## config.mk

```make
export PLATFORM = sky130hd
export DESIGN_NAME = id_stage_mc
export DESIGN_NICKNAME = d
export VERILOG_FILES = /design/src/rtl/id_pkg.sv /design/src/rtl/id_regfile.sv /design/src/rtl/id_stage_mc.sv
export SDC_FILE = /design/constraint.sdc
export NUM_CORES = 1
export LEC_CHECK = 0
export CAP_MARGIN = 5
export CELL_PAD_IN_SITES_DETAIL_PLACEMENT = 1
export CELL_PAD_IN_SITES_GLOBAL_PLACEMENT = 1
export CORE_ASPECT_RATIO = 1.75
export CORE_MARGIN = 5
export CORE_UTILIZATION = 45
export DETAILED_ROUTE_END_ITERATION = 8
export PLACE_DENSITY_LB_ADDON = 0.05
export SLEW_MARGIN = 20
export SYNTH_ARGS = -nofsm -noshare
export SYNTH_HDL_FRONTEND = slang
export SYNTH_SLANG_ARGS = --single-unit
```

## constraint.sdc

```tcl
create_clock -name clk -period 4.4 [get_ports clk]
set_input_delay 0.66 -clock clk [delete_from_list [all_inputs] [get_ports clk]]
set_output_delay 0.66 -clock clk [all_outputs]
set_load 0.01 [all_outputs]
```

## src/rtl/id_pkg.sv

```systemverilog
// Shared decode constants, sequencer state type and condition check for the ID stage.
package id_pkg;

    // ALU command encodings driven on exe_cmd
    localparam logic [3:0] EXE_NOP  = 4'b0000;
    localparam logic [3:0] EXE_MOV  = 4'b0001;
    localparam logic [3:0] EXE_ADD  = 4'b0010;
    localparam logic [3:0] EXE_ADC  = 4'b0011;
    localparam logic [3:0] EXE_SUB  = 4'b0100;
    localparam logic [3:0] EXE_SBC  = 4'b0101;
    localparam logic [3:0] EXE_AND  = 4'b0110;
    localparam logic [3:0] EXE_ORR  = 4'b0111;
    localparam logic [3:0] EXE_EOR  = 4'b1000;
    localparam logic [3:0] EXE_MVN  = 4'b1001;
    localparam logic [3:0] EXE_MC   = 4'b1010;
    localparam logic [3:0] EXE_LDST = 4'b0010;

    // Instruction class in instr[27:26]
    localparam logic [1:0] MODE_DP  = 2'b00;
    localparam logic [1:0] MODE_MEM = 2'b01;
    localparam logic [1:0] MODE_BR  = 2'b10;

    // Data-processing opcodes in instr[24:21]
    localparam logic [3:0] OP_AND = 4'b0000;
    localparam logic [3:0] OP_EOR = 4'b0001;
    localparam logic [3:0] OP_SUB = 4'b0010;
    localparam logic [3:0] OP_ADD = 4'b0100;
    localparam logic [3:0] OP_ADC = 4'b0101;
    localparam logic [3:0] OP_SBC = 4'b0110;
    localparam logic [3:0] OP_TST = 4'b1000;
    localparam logic [3:0] OP_CMP = 4'b1010;
    localparam logic [3:0] OP_ORR = 4'b1100;
    localparam logic [3:0] OP_MOV = 4'b1101;
    localparam logic [3:0] OP_MVN = 4'b1111;

    // Condition codes in instr[31:28]
    localparam logic [3:0] CC_EQ = 4'b0000;
    localparam logic [3:0] CC_NE = 4'b0001;
    localparam logic [3:0] CC_CS = 4'b0010;
    localparam logic [3:0] CC_CC = 4'b0011;
    localparam logic [3:0] CC_MI = 4'b0100;
    localparam logic [3:0] CC_PL = 4'b0101;
    localparam logic [3:0] CC_VS = 4'b0110;
    localparam logic [3:0] CC_VC = 4'b0111;
    localparam logic [3:0] CC_HI = 4'b1000;
    localparam logic [3:0] CC_LS = 4'b1001;
    localparam logic [3:0] CC_GE = 4'b1010;
    localparam logic [3:0] CC_LT = 4'b1011;
    localparam logic [3:0] CC_GT = 4'b1100;
    localparam logic [3:0] CC_LE = 4'b1101;

    localparam logic [3:0] MC_OPCODE_DEFAULT = 4'b0011;

    // Sequencer state encodings kept as fixed constants for legacy compatibility
    localparam logic [0:0] ST_IDLE_ENC = 1'b0;
    localparam logic [0:0] ST_MC_ENC   = 1'b1;

    typedef enum logic [0:0] {
        ST_IDLE = ST_IDLE_ENC,
        ST_MC   = ST_MC_ENC
    } id_state_e;

    // sr is {N,Z,C,V}
    function automatic logic cond_check(input logic [3:0] cond, input logic [3:0] sr);
        logic n, z, c, v;
        logic pass;
        {n, z, c, v} = sr;
        case (cond)
            CC_EQ:   pass = z;
            CC_NE:   pass = ~z;
            CC_CS:   pass = c;
            CC_CC:   pass = ~c;
            CC_MI:   pass = n;
            CC_PL:   pass = ~n;
            CC_VS:   pass = v;
            CC_VC:   pass = ~v;
            CC_HI:   pass = c & ~z;
            CC_LS:   pass = ~c | z;
            CC_GE:   pass = (n == v);
            CC_LT:   pass = (n != v);
            CC_GT:   pass = ~z & (n == v);
            CC_LE:   pass = z | (n != v);
            default: pass = 1'b1;
        endcase
        return pass;
    endfunction

endpackage

```

## src/rtl/id_regfile.sv

```systemverilog
// 16-entry register file: synchronous write, write-through combinational reads.
module id_regfile #(
    parameter int DATA_W = 32
) (
    input  logic              clk,
    input  logic              rst,
    input  logic              we,
    input  logic [3:0]        waddr,
    input  logic [DATA_W-1:0] wdata,
    input  logic [3:0]        raddr1,
    input  logic [3:0]        raddr2,
    output logic [DATA_W-1:0] rdata1,
    output logic [DATA_W-1:0] rdata2
);

    logic [DATA_W-1:0] regs [16];

    // Clear on reset, otherwise capture write-back data
    always_ff @(posedge clk) begin
        if (!rst) begin
            for (int unsigned i = 0; i < 16; i++) begin
                regs[i] <= '0;
            end
        end else if (we) begin
            regs[waddr] <= wdata;
        end
    end

    // Bypass the in-flight write so a same-cycle read sees the new value
    always_comb begin
        rdata1 = (we && (waddr == raddr1)) ? wdata : regs[raddr1];
        rdata2 = (we && (waddr == raddr2)) ? wdata : regs[raddr2];
    end

endmodule

```

## src/rtl/id_stage_mc.sv

```systemverilog
// Instruction decode stage with register file, condition check and multi-cycle sequencer.
module id_stage_mc
    import id_pkg::*;
#(
    parameter int         DATA_W    = 32,
    parameter int         MC_CYCLES = 2,
    parameter logic [3:0] MC_OPCODE = MC_OPCODE_DEFAULT
) (
    input  logic              clk,
    input  logic              rst,
    input  logic [31:0]       instr,
    input  logic              instr_valid,
    input  logic [DATA_W-1:0] result_wb,
    input  logic              wb_en_in,
    input  logic [3:0]        dest_wb,
    input  logic [3:0]        sr,
    input  logic              hazard,
    input  logic              flush,
    output logic              stall_if,
    output logic [3:0]        src1,
    output logic [3:0]        src2,
    output logic              two_src,
    output logic              wb_en,
    output logic              mem_r_en,
    output logic              mem_w_en,
    output logic              b,
    output logic              s,
    output logic [3:0]        exe_cmd,
    output logic [DATA_W-1:0] val_rn,
    output logic [DATA_W-1:0] val_rm,
    output logic              imm,
    output logic [11:0]       shift_operand,
    output logic [23:0]       signed_imm_24,
    output logic [3:0]        dest,
    output logic              mc_last
);

    localparam int unsigned PH_W = $clog2(MC_CYCLES);
    localparam logic [PH_W-1:0] PH_LAST = PH_W'(MC_CYCLES - 1);

    logic [1:0] mode;
    logic [3:0] opcode;
    logic [3:0] rn, rd, rm;
    logic       is_store, cond_pass, bubble, is_mc_op;

    logic       dec_wb, dec_mr, dec_mw, dec_b, dec_s;
    logic [3:0] dec_cmd;

    id_state_e       state, state_n;
    logic [PH_W-1:0] ph, ph_n;
    logic            final_issue;

    logic [DATA_W-1:0] rdata1, rdata2;

    assign mode   = instr[27:26];
    assign opcode = instr[24:21];
    assign rn     = instr[19:16];
    assign rd     = instr[15:12];
    assign rm     = instr[3:0];

    assign is_store  = (mode == MODE_MEM) && !instr[20];
    assign src1      = rn;
    assign src2      = is_store ? rd : rm;
    assign two_src   = is_store | ~instr[25];
    assign cond_pass = cond_check(instr[31:28], sr);
    assign bubble    = hazard | flush | ~instr_valid | ~cond_pass;
    assign is_mc_op  = instr_valid && (mode == MODE_DP) && (opcode == MC_OPCODE);

    id_regfile #(.DATA_W(DATA_W)) u_regfile (
        .clk    (clk),
        .rst    (rst),
        .we     (wb_en_in),
        .waddr  (dest_wb),
        .wdata  (result_wb),
        .raddr1 (src1),
        .raddr2 (src2),
        .rdata1 (rdata1),
        .rdata2 (rdata2)
    );

    // Control decode from instruction class and opcode
    always_comb begin
        dec_wb  = 1'b0;
        dec_mr  = 1'b0;
        dec_mw  = 1'b0;
        dec_b   = 1'b0;
        dec_s   = 1'b0;
        dec_cmd = EXE_NOP;
        case (mode)
            MODE_DP: begin
                dec_s = instr[20];
                if (opcode == MC_OPCODE) begin
                    dec_cmd = EXE_MC;
                    dec_wb  = 1'b1;
                end else begin
                    case (opcode)
                        OP_MOV: begin dec_cmd = EXE_MOV; dec_wb = 1'b1; end
                        OP_MVN: begin dec_cmd = EXE_MVN; dec_wb = 1'b1; end
                        OP_ADD: begin dec_cmd = EXE_ADD; dec_wb = 1'b1; end
                        OP_ADC: begin dec_cmd = EXE_ADC; dec_wb = 1'b1; end
                        OP_SUB: begin dec_cmd = EXE_SUB; dec_wb = 1'b1; end
                        OP_SBC: begin dec_cmd = EXE_SBC; dec_wb = 1'b1; end
                        OP_AND: begin dec_cmd = EXE_AND; dec_wb = 1'b1; end
                        OP_ORR: begin dec_cmd = EXE_ORR; dec_wb = 1'b1; end
                        OP_EOR: begin dec_cmd = EXE_EOR; dec_wb = 1'b1; end
                        OP_CMP: dec_cmd = EXE_SUB;
                        OP_TST: dec_cmd = EXE_AND;
                        default: ;
                    endcase
                end
            end
            MODE_MEM: begin
                dec_cmd = EXE_LDST;
                if (instr[20]) begin
                    dec_mr = 1'b1;
                    dec_wb = 1'b1;
                end else begin
                    dec_mw = 1'b1;
                end
            end
            MODE_BR: dec_b = 1'b1;
            default: ;
        endcase
    end

    // Sequencer next state, phase and fetch stall
    always_comb begin
        state_n     = state;
        ph_n        = ph;
        stall_if    = 1'b0;
        final_issue = 1'b0;
        case (state)
            ST_IDLE: begin
                if (is_mc_op && !bubble) begin
                    stall_if = 1'b1;
                    state_n  = ST_MC;
                    ph_n     = PH_W'(1);
                end
            end
            ST_MC: begin
                if (flush) begin
                    state_n = ST_IDLE;
                    ph_n    = '0;
                end else if (hazard) begin
                    stall_if = 1'b1;
                end else if (ph == PH_LAST) begin
                    // Condition failure still consumes the phase; only hazard holds it
                    final_issue = 1'b1;
                    state_n     = ST_IDLE;
                    ph_n        = '0;
                end else begin
                    stall_if = 1'b1;
                    ph_n     = ph + 1'b1;
                end
            end
            default: begin
                state_n = ST_IDLE;
                ph_n    = '0;
            end
        endcase
    end

    // ID/EX register and sequencer state update
    always_ff @(posedge clk) begin
        if (!rst) begin
            state         <= ST_IDLE;
            ph            <= '0;
            wb_en         <= 1'b0;
            mem_r_en      <= 1'b0;
            mem_w_en      <= 1'b0;
            b             <= 1'b0;
            s             <= 1'b0;
            exe_cmd       <= '0;
            val_rn        <= '0;
            val_rm        <= '0;
            imm           <= 1'b0;
            shift_operand <= '0;
            signed_imm_24 <= '0;
            dest          <= '0;
            mc_last       <= 1'b0;
        end else begin
            state         <= state_n;
            ph            <= ph_n;
            wb_en         <= dec_wb & ~bubble;
            mem_r_en      <= dec_mr & ~bubble;
            mem_w_en      <= dec_mw & ~bubble;
            b             <= dec_b & ~bubble;
            s             <= dec_s & ~bubble;
            exe_cmd       <= bubble ? EXE_NOP : dec_cmd;
            mc_last       <= final_issue & ~bubble;
            val_rn        <= rdata1;
            val_rm        <= rdata2;
            imm           <= instr[25];
            shift_operand <= instr[11:0];
            signed_imm_24 <= instr[23:0];
            dest          <= final_issue ? rn : rd;
        end
    end

endmodule

```

* Word-level counts from Yosys, hierarchy flattened
Memories as Yosys holds them, arrays and structs flattened. A register that Yosys moved wholly into a read port is not among the register bits. Cells that the tools add are included.
Storage, ports and cells: bits in registers 53, RAM bits 512, output and inout bits 125, word-level logic and storage cells 122, memories 1
Memories:
- u_regfile.regs | words 16, width 32, rd ports 2, clocked after Yosys merged registers in 2, write ports 16, RTL line id_regfile.sv:16 | logic [DATA_W-1:0] regs [16];
Cells by class: add/subtract/negate cells 1, eq/ne operators 30, multiplexer cells 36, bitwise operators 24, reductions and logical operators 17
Operators by type and width (count):
- $eq 4x4->1 const B | 11
- $pmux 4 s9 | 1
- $mux 32 | 1
- $reduce_or 32->1 | 1
- $eq 4x3->1 const B | 7
- $mux 1 | 25
- $eq 4x2->1 const B | 4
- $mux 4 | 4
- $pmux 1 s14 | 1
- $not 1->1 | 10
- $reduce_or 9->1 | 1
- $and 1x1->1 | 8
- $eq 4x1->1 const B | 2
- $logic_not 4->1 | 2
- $pmux 4 s2 | 1
- $or 1x1->1 | 6
- $pmux 1 s2 | 3
- $reduce_or 2->1 | 3
- $logic_and 1x1->1 | 4
- $logic_not 1->1 | 4
- $ne 3x3->1 const B | 1
- $eq 2x1->1 const B | 1
- $eq 2x2->1 const B | 1
- $logic_not 2->1 | 1
- other kinds (5) | 5

* Longest topological paths before layout
Gate-level depths: netlist (run 1).
word-level depth 9, mapped depth 11, gate-level depth less buffers 7

* Cells and area by module
From an unflattened synthesis (run 1), not the netlist that was laid out.
Unflattened totals: cell total of the unflattened synthesis 2082, area total of the unflattened synthesis 30843.3 sq um
Modules (own cells, without submodules):
- id_regfile | instances 1, cells an instance 1768, area each 27333.7 sq um
- id_stage_mc | instances 1, cells an instance 314, area each 3509.6 sq um

* Least setup slack after synthesis (run 1)
No wires, ideal clock.
path type in2reg, from input rst, to memory u_regfile.regs[3][0], enable pin, library setup time 466 ps, data arrival time 3783 ps, required time 3934 ps, slack 152 ps, stages 5, path through clkbuf_1 -> nand2_1 -> or3_1 -> clkbuf_1 -> o21ai_0
RTL lines:
- start, declared | RTL line id_stage_mc.sv:10 | input logic rst,
- end, declared | RTL line id_regfile.sv:16

* Final worst setup path (run 1)
from input instr[26], to output src2[1]
On the way: longest elaborated chain between the ends 3
Ends and longest elaborated chain:
- start, declared | RTL line id_stage_mc.sv:11 | input logic [31:0] instr,
- $eq 2x1->1 | RTL line id_stage_mc.sv:61 | assign is_store = (mode == MODE_MEM) && !instr[20];
- $logic_and 1x1->1 | RTL line id_stage_mc.sv:61
- $mux 4 | RTL line id_stage_mc.sv:63 | assign src2 = is_store ? rd : rm;
- end, declared | RTL line id_stage_mc.sv:21 | output logic [3:0] src2,
Every way passes these cells.

==> results.py, run 1 <==
metrics = {
    "clock_tree": {
        "cts-resized-gates": 0,
        "clk_path_buf_depth": 3,
        "ctsHoldBuffers": 0,
        "cts_sinks": 617,
        "cts_buffers": 59,
        "cts_tree": "built",
        "root_buffer": "clkbuf_16",
        "postCtsSetupBuffers": 0,
        "cts.clk_slew.worst_paths_ps": 60,
        "htreeDepth": 2,
        "worstSkewPairLatency_ps": 660,
    },
    "power_and_ir_drop": {
        "vdd_drop_max_mv": 0.352,
        "finalPower_w": 0.0147,
        "p_leak_nw": 13.6,
        "power_density_mw_per_mm2": 383,
    },
    "routing": {
        "dr.pass1.iters": 5,
        "route.detailed.drc": 0,
        "routedWlPerCell_um": 35.5,
        "vias_per_cell": 6.60,
        "final_antenna_net_count": 0,
        "wl_um": 132000,
        "drt_iter0_drc": 2572,
        "vias": 24500,
    },
    "final_layout": {
        "postLayoutCellArea_sq_mm": 0.0383,
        "layout.nets": 2806,
        "drive_gt1_share_pct": 18.0,
        "fill_cells": 7220,
        "fin_util_pct": 52.8,
        "area_growth_pct": 17.0,
    },
    "floorplan": {
        "initial_core_util_pct": 45.1,
        "die_x_um": 214,
        "die_h_um": 367,
        "coreArea_sq_mm": 0.0726,
        "ios": 203,
        "rows": 131,
        "die_area_sq_mm": 0.0786,
    },
    "timing": {
        "fin_setup_tns_ps": 0,
        "min_period_ps": 3820,
        "fin_ws_ps": 579,
        "fmaxAchievable_mhz": 262,
        "hold_violations": 0,
        "tightest_slew_ps": 1200,
        "layout_worst_path_cycle_share_pct": 86.9,
        "timing.slew.headroom_pct": 20.1,
        "rsz0062_at_grt": "no",
        "skew_ps": 8.93,
        "drv_slew": 0,
        "setup_viol": 0,
    },
    "critical_path": {
        "end_kind": "output pin",
        "cp.arrival_ps": 3160,
        "slowest_delay_ps": 650,
        "worstPathCellList": "clkdlybuf4s50_1, or3b_4, mux2i_4, inv_2, clkdlybuf4s50_1",
        "criticalPathCategory": "in -> out",
        "critPathSlowestCell": "clkdlybuf4s50_1",
        "cp_max_fo": 10,
        "r2r_slack_ps": 2470,
        "crit_family": "buffers and inverters",
        "startpoint_type": "primary input",
        "critPathRequiredTime_ps": 3740,
        "cp_num_buf_inv": 3,
        "critical_path.most_common_cell": "clkdlybuf4s50_1",
    },
    "global_route": {
        "groute.usage.overall_pct": 32.7,
        "grt_pass1_wl_um": 187000,
        "grt_start_max_net_pins": 106,
        "antenna_found_initial": 3,
        "grt_pass1_vias": 26200,
        "grt_overflow_total": 0,
    },
    "yosys": {
        "syn_nets": 2694,
        "synthesis.area_sq_mm": 0.0328,
        "async_flop_share_pct": 0,
        "yosysTopAreaCellShare_pct": 46.9,
        "yosys_warnings": 0,
        "yosys_register_bits": 617,
        "yosysUniqueCellTypes": 52,
        "synth_edf_count": 512,
        "syn_area_per_cell_sq_um": 12.5,
        "synth.area.top_cells": "edfxtp_1, mux4_2, and2_1, dfxtp_1, mux2i_1",
        "synthCells": 2616,
        "synth_area_leader_cell": "edfxtp_1",
        "ys.flop_type": "edfxtp_1",
        "yosysSeqAreaShare_pct": 53.3,
    },
    "place": {
        "place_area_sq_mm": 0.0363,
        "dp_slack_ps": 287,
        "hpwlAfterDp_um": 80100,
        "place_congestion": 0.857,
        "portBuffers": 202,
    },
    "run": {
        "cap_violations": 0,
    },
    "outcome": {
        "status": "completed",
    },
    "hold_path": {
        "timing.hold.worst.class": "in -> reg",
    },
}
[final timing paths]
kind	from	endpoint	cells after the start
worst max-delay path	instr[26]	src2[1]	5
worst min register to register	ph$_SDFFE_PN0P_	ph$_SDFFE_PN0P_	2
worst max register to register	u_regfile.regs[11][15]$_SDFFCE_PN0P_	val_rn[15]$_SDFF_PN0_	4
worst min-delay path	instr[18]	signed_imm_24[18]$_SDFF_PN0_	2
[cells in the final DEF (no fill, tap or decap), types with 8 or more instances in the layout]
cell and n:
o21ai_0 12, nor2_1 12, mux2_2 15, clkinv_2 15
buf_4 96, mux4_2 214, a21oi_1 9, o21ai_4 12
nor2b_1 8, nand3_1 141, clkdlybuf4s50_1 195, o31ai_1 33
xnor2_1 10, a31oi_1 62, and2_1 537, o211ai_1 9
nor2_4 13, nand2_1 324, dfxtp_1 105, edfxtp_1 512
o2111ai_1 31, nand4_1 24, mux2i_1 160, clkbuf_16 61
bufinv_16 9, buf_12 23, a21boi_0 33
[through the flow]
stage          std cells  hold slack (ps)
6_report            3711              499
5_1_grt             3709              506
4_1_cts             3708              480
3_5_place_dp        3598              554
3_3_place_gp        3598              521
2_1_floorplan       2616              497
[Yosys cell counts (20+ instances only)]
library cell,instances
dfxtp_1,105
nand4_1,24
mux4_2,214
buf_1,35
buf_2,30
nor2_1,27
mux2i_1,160
nand3_1,143
and2_1,537
a31oi_1,62
nand2_1,325
buf_4,20
clkbuf_1,179
edfxtp_1,512
a21boi_0,33
o2111ai_1,31
o31ai_1,33
o21ai_0,24
[state kept, by name, indices dropped and copies added (netlist names), 4 cells and up]
register and cells:
dest 4, exe_cmd 4, shift_operand 11, signed_imm_24 13, u_regfile.regs 512, val_rm 32, val_rn 32
[worst register-to-register path, delay by kind of cell, from the launching register on]
family	cells	cell delay (ps)
mux	2	1120
compound gates	1	140
simple gates	1	100
flops	1	420
[area by class of cell]
cell class	instances	area (sq um)	area share (%)
clock inverters	38	432	1.13
multi-input cells	1724	14400	37.6
clock buffers	72	1620	4.22
inverters	8	35.0	0.0914
flip-flops and latches	617	17500	45.6
repair buffers	318	3180	8.28
diodes	3	7.51	0.0196
well taps	931	1160	3.04
[where the power goes]
group | leakage [nW] | internal (W) | total (W) | switching, W
logic | 6.87 | 0.000928 | 0.00221 | 0.00128
registers | 5.75 | 0.00669 | 0.00692 | 0.000230
clock network | 1.01 | 0.00314 | 0.00555 | 0.00241
[kinds of logic after synthesis]
group / count (synthesis) / share of synthesized area, %
AOI/OAI and AO/OA: 219 / 4.70
xor gates and xnor gates: 13 / 0.347
buffers and inverters: 275 / 3.56
DFF: 617 / 53.3
muxes: 392 / 20.3
and+or+nand+nor: 1100 / 17.8
[routing by layer]
layer	GRT usage (%)	up-vias	wire length (um)
met5	0	-	0
met4	16.8	0	8060
met3	4.98	405	9740
met2	58.1	1386	66900
met1	38.4	12800	46900
li1	-	9877	-
No activity file was read; power rests on OpenSTA's default activity.
==> inputs of run 2 (changes only) <==
--- a/config.mk
+++ b/config.mk
@@ -11,9 +11,11 @@
 export CORE_ASPECT_RATIO = 1.75
 export CORE_MARGIN = 5
 export CORE_UTILIZATION = 45
+export CTS_CLUSTER_SIZE = 40
 export DETAILED_ROUTE_END_ITERATION = 8
 export PLACE_DENSITY_LB_ADDON = 0.05
 export SLEW_MARGIN = 20
 export SYNTH_ARGS = -nofsm -noshare
 export SYNTH_HDL_FRONTEND = slang
 export SYNTH_SLANG_ARGS = --single-unit
+export TNS_END_PERCENT = 50
==> results of run 2 <==
No change in the layout: final DEF, timing and power equal those of run 1.
